===== src/rtl/vga_draw_arbiter.sv =====
// Round-robin owner of the single vga_adapter write port; the granted engine's pixel stream is registered out.
// Optional grant watchdog: define VGA_ARB_TIMEOUT_EN.
module vga_draw_arbiter #(
  parameter int          NUM_REQ  = 3,
  parameter logic [15:0] MAX_HOLD = 16'd40000
) (
  input  logic                   clk,
  input  logic                   resetn,
  input  logic [NUM_REQ-1:0]     req,
  input  logic [NUM_REQ-1:0]     done,
  input  logic [9*NUM_REQ-1:0]   x_in,
  input  logic [9*NUM_REQ-1:0]   y_in,
  input  logic [6*NUM_REQ-1:0]   colour_in,
  input  logic [NUM_REQ-1:0]     plot_in,
  output logic [NUM_REQ-1:0]     grant,
  output logic [8:0]             x,
  output logic [8:0]             y,
  output logic [5:0]             colour,
  output logic                   writeEn,
  output logic                   busy,
  output logic                   timeout
);

  localparam int IW = (NUM_REQ > 1) ? $clog2(NUM_REQ) : 1;

  typedef enum logic [1:0] {S_IDLE, S_GRANT, S_RELEASE} state_t;

  state_t          r_state;
  logic [IW-1:0]   r_ptr;
  logic [IW-1:0]   r_win;

  logic [IW-1:0]   w_pick;
  logic            w_any;
  logic            w_plot;
  logic            w_done;
  logic            w_req;
  logic            w_expire;
  logic [8:0]      w_x;
  logic [8:0]      w_y;
  logic [5:0]      w_col;

  // Scan from the farthest offset down so the nearest requester after r_ptr wins.
  always_comb begin
    w_pick = '0;
    w_any  = 1'b0;
    for (int off = NUM_REQ; off >= 1; off--) begin
      if (req[IW'((int'(r_ptr) + off) % NUM_REQ)]) begin
        w_pick = IW'((int'(r_ptr) + off) % NUM_REQ);
        w_any  = 1'b1;
      end
    end
  end

  assign w_plot = plot_in[r_win];
  assign w_done = done[r_win];
  assign w_req  = req[r_win];
  assign w_x    = x_in[9*int'(r_win) +: 9];
  assign w_y    = y_in[9*int'(r_win) +: 9];
  assign w_col  = colour_in[6*int'(r_win) +: 6];

`ifdef VGA_ARB_TIMEOUT_EN
  logic [15:0] r_hold;

  always_ff @(posedge clk or negedge resetn) begin
    if (!resetn) begin
      r_hold <= '0;
    end else if (r_state == S_GRANT) begin
      r_hold <= r_hold + 16'd1;
    end else begin
      r_hold <= '0;
    end
  end

  assign w_expire = (r_state == S_GRANT) && (r_hold == MAX_HOLD - 16'd1);
`else
  logic w_unused;
  assign w_unused = ^MAX_HOLD;
  assign w_expire = 1'b0;
`endif

  always_ff @(posedge clk or negedge resetn) begin
    if (!resetn) begin
      r_state <= S_IDLE;
      r_ptr   <= IW'(NUM_REQ - 1);
      r_win   <= '0;
      grant   <= '0;
      x       <= '0;
      y       <= '0;
      colour  <= '0;
      writeEn <= 1'b0;
      busy    <= 1'b0;
      timeout <= 1'b0;
    end else begin
      timeout <= 1'b0;
      case (r_state)
        S_IDLE: begin
          writeEn <= 1'b0;
          if (w_any) begin
            r_win   <= w_pick;
            grant   <= {{(NUM_REQ-1){1'b0}}, 1'b1} << w_pick;
            busy    <= 1'b1;
            r_state <= S_GRANT;
          end
        end
        S_GRANT: begin
          // Coordinates only move with a real pixel so they hold while writeEn is low.
          writeEn <= w_plot;
          if (w_plot) begin
            x      <= w_x;
            y      <= w_y;
            colour <= w_col;
          end
          if (w_done || !w_req || w_expire) begin
            grant   <= '0;
            timeout <= w_expire && !w_done && w_req;
            r_state <= S_RELEASE;
          end
        end
        S_RELEASE: begin
          writeEn <= 1'b0;
          r_ptr   <= r_win;
          busy    <= 1'b0;
          r_state <= S_IDLE;
        end
        default: begin
          grant   <= '0;
          writeEn <= 1'b0;
          busy    <= 1'b0;
          r_state <= S_IDLE;
        end
      endcase
    end
  end

endmodule


===== config.mk =====
export PLATFORM = sky130hd
export DESIGN_NAME = vga_draw_arbiter
export DESIGN_NICKNAME = d
export VERILOG_FILES = /design/src/rtl/vga_draw_arbiter.sv
export SDC_FILE = /design/constraint.sdc
export NUM_CORES = 1
export LEC_CHECK = 0
export CORE_MARGIN = 2
export CORE_UTILIZATION = 42
export CTS_BUF_LIST = sky130_fd_sc_hd__clkbuf_8 sky130_fd_sc_hd__clkbuf_16
export CTS_CLUSTER_SIZE = 40
export DETAILED_ROUTE_END_ITERATION = 8
export PLACE_DENSITY = 0.86
export RECOVER_POWER = 25
export SETUP_SLACK_MARGIN = 0.15
export SLEW_MARGIN = 10
export SYNTH_ARGS = -nofsm -noshare
export SYNTH_HDL_FRONTEND = slang
export SYNTH_SLANG_ARGS = --single-unit
export TNS_END_PERCENT = 10

===== constraint.sdc =====
create_clock -name clk -period 4.15 [get_ports clk]
set_input_delay 0.83 -clock clk [delete_from_list [all_inputs] [get_ports clk]]
set_output_delay 0.83 -clock clk [all_outputs]
set_load 0.01 [all_outputs]

==> out/metrics.cfg <==
[status]
status=complete, but fails checks
violations=capacitance limit, slew limit

[min_path]
hp-start=y[3]$_DFFE_PN0P_
holdPathStages=2
hp-class=reg2reg
holdPathEnd=y[3]$_DFFE_PN0P_

[synthesis]
yosys.area_share.simple_pct=17.1
synth_top_family_by_area=compound AO/OA/AOI/OAI gates
synth_top_area_share_pct=41.3
synthTopCellsByArea=dfrtp_1, mux2i_1, a21oi_1
yosysUniqueCellTypes=39
synth_commonest_cells=dfrtp_1, nand2_1, a21oi_1, nor2_1, mux2i_1
synth-seq-cells=35
synth_xor_area_share_pct=0
yosysMostFrequentCell=dfrtp_1
ys_warn_count=0
synth_fa_ha_area_share_pct=2.43
synth_compound_area_share_pct=19.7
syn_inst=240
syn-num-nets=327
synthFlopType=dfrtp_1
syn-cell-area_sq_mm=0.00206
ys_seq_area_share_pct=42.6
synthArstFlopShare_pct=100
yosysTopAreaCell=dfrtp_1
synth_edf_count=0
muxShareOfSynthArea_pct=12.7
syn_area_per_cell_sq_um=8.59

[layout]
fin_nets=431
final-seq-area_sq_um=877
multi_input_comb_area_sq_mm=0.00108
post-route-cell-area_sq_mm=0.00329
n_antenna_cell=0
drive_gt1_share_pct=4.35
areaGrowthSynthToFinish_pct=59.6
fillers=371

[global_routing]
use_met3_pct=7.05
grt-busiest-layer=met2
gr-total-overflow=0
grt.total_usage_pct=20.6
grt_pass1_wl_um=8670
grt_pass1_vias=1985
grt_start_max_net_pins=50
grt_antenna_before_repair=0
grt.met1_usage_pct=23.0
met2_usage_pct=36.0

[clocking]
clockBufferDepth=2
post_cts_resized=0
cts-root-buf=clkbuf_8
cts_max_level=2
clk_pin_slew_ps=70
cts_made_buffers=5
cts_tree=yes
cts_hold_buf=0
cts_setup_buffers=0
clkLatencyLatePin_ps=280
clock_sinks=35

[critical_path]
crit_type=in2reg
critPathLaunchType=primary input
crit_required_ps=4320
r2r_end=grant[0]$_DFFE_PN0P_
r2r_start=r_ptr[0]$_DFFE_PN0N_
r2r_setup_slack_ps=2010
cp_max_fo=10
cp_data_arrival_time_ps=2350
end_kind=register
r2r_cells=7

[detailed_routing]
first_pass_iters=4
wl_per_cell_um=13.4
via_count=2067
routed_wl_um=5520
initialDrtViolationCount=120
vias_per_cell=5.02
drc=0
ant_nets=0

[floorplanning]
die_area_sq_mm=0.00548
die_w_um=74.0
start_util_pct=43.6
ios=113
die_height_um=74.0
core_area_sq_mm=0.00472
fp-row-count=25

[timing]
rsz0062_at_grt=no
tightest_slew_ps=1810
worst_slack_ps=1960
fin_skew_ps=6.22
min_period_over_period_pct=52.7
setup_viol=0
tns_ps=0
hold_viol_final=0
fmax_mhz=458
slew_headroom_pct=-20.5
drv_slew=36
period_needed_ps=2190

[placement]
place_ws_ps=1700
post_dp_cell_area_sq_mm=0.00319
place.gp.congestion=0.962
hpwlAfterDp_um=4170
port_buffers=111

[power]
peakVddDrop_mv=0.299
leakagePower_nw=1.45
power_density_mw_per_mm2=617

[run]
maxCapViolations=1

[per-stage QoR]
step	power [mW]	utilization, %	hold WS (ps)	instances
2_1_floorplan	1.31	-	477	240
3_3_place_gp	1.74	67.5	460	404
3_5_place_dp	1.77	67.5	469	404
4_1_cts	2.05	69.6	484	412
5_1_grt	2.19	69.6	509	412
6_report	2.03	69.6	479	412
[per-layer routing]
layer	share of wire (%)	wire [um]
met1	39	2130
met2	50	2750
met3	9.6	529
met4	2.0	110
met5	0	0
[flip-flops by register name, indices dropped and copies added, names as in the netlist]
register	flops
writeEn	1
r_win	2
r_ptr	2
x	9
r_state	2
busy	1
grant	3
y	9
colour	6
[critical path: stages]
cell and delay (ps):
clkdlybuf4s50_1 560, a21boi_1 220, o21ai_0 110, a41o_1 350, a32o_1 280
[placed cells by master, fill, tap and decap left out, types with 6 or more instances in the layout]
cell,netlist,routed
o21ai_1,10,10
clkbuf_8,0,7
dfrtp_1,34,34
a21oi_1,26,26
mux2i_1,25,25
nor2_1,26,26
o21ai_0,21,21
nand2b_1,6,6
nand2_1,33,33
clkdlybuf4s50_1,0,110
inv_1,6,7
[power by group]
group	switching, mW	internal, mW	total, mW	leakage [nW]
Combinational	0.593	0.587	1.18	0.952
Clock	0.116	0.149	0.265	0.0557
Sequential	0.0865	0.498	0.585	0.441
[area by class of cell]
cell class | instances | share of cell area (%)
Clock buffer | 7 | 2.93
Sequential cell | 35 | 26.7
Inverter | 6 | 0.685
Timing Repair Buffer | 114 | 34.3
Multi-Input combinational cell | 182 | 32.8
Clock inverter | 1 | 0.114
Tap cell | 67 | 2.55
[worst max path at each step]
stage	startpoint	end	slack (ps)	cells after the start
2_1_floorplan	r_ptr[1]$_DFFE_PN1N_	grant[0]$_DFFE_PN0P_	2260	7
3_3_place_gp	req[0]	grant[0]$_DFFE_PN0P_	1730	5
3_5_place_dp	req[1]	grant[0]$_DFFE_PN0P_	1700	5
4_1_cts	r_win[1]$_DFFE_PN0P_	y[4]$_DFFE_PN0P_	1990	6
5_1_grt	resetn	grant[0]$_DFFE_PN0P_	1680	1
6_report	req[1]	grant[0]$_DFFE_PN0P_	1960	5
[cell families after synthesis]
logic type / Yosys count
compound gates: 72
mux: 26
simple gates: 79
fa+ha+maj: 4
flops: 35
other cells: 1
buf+inv: 23
Power figures use the tool's default switching activity.
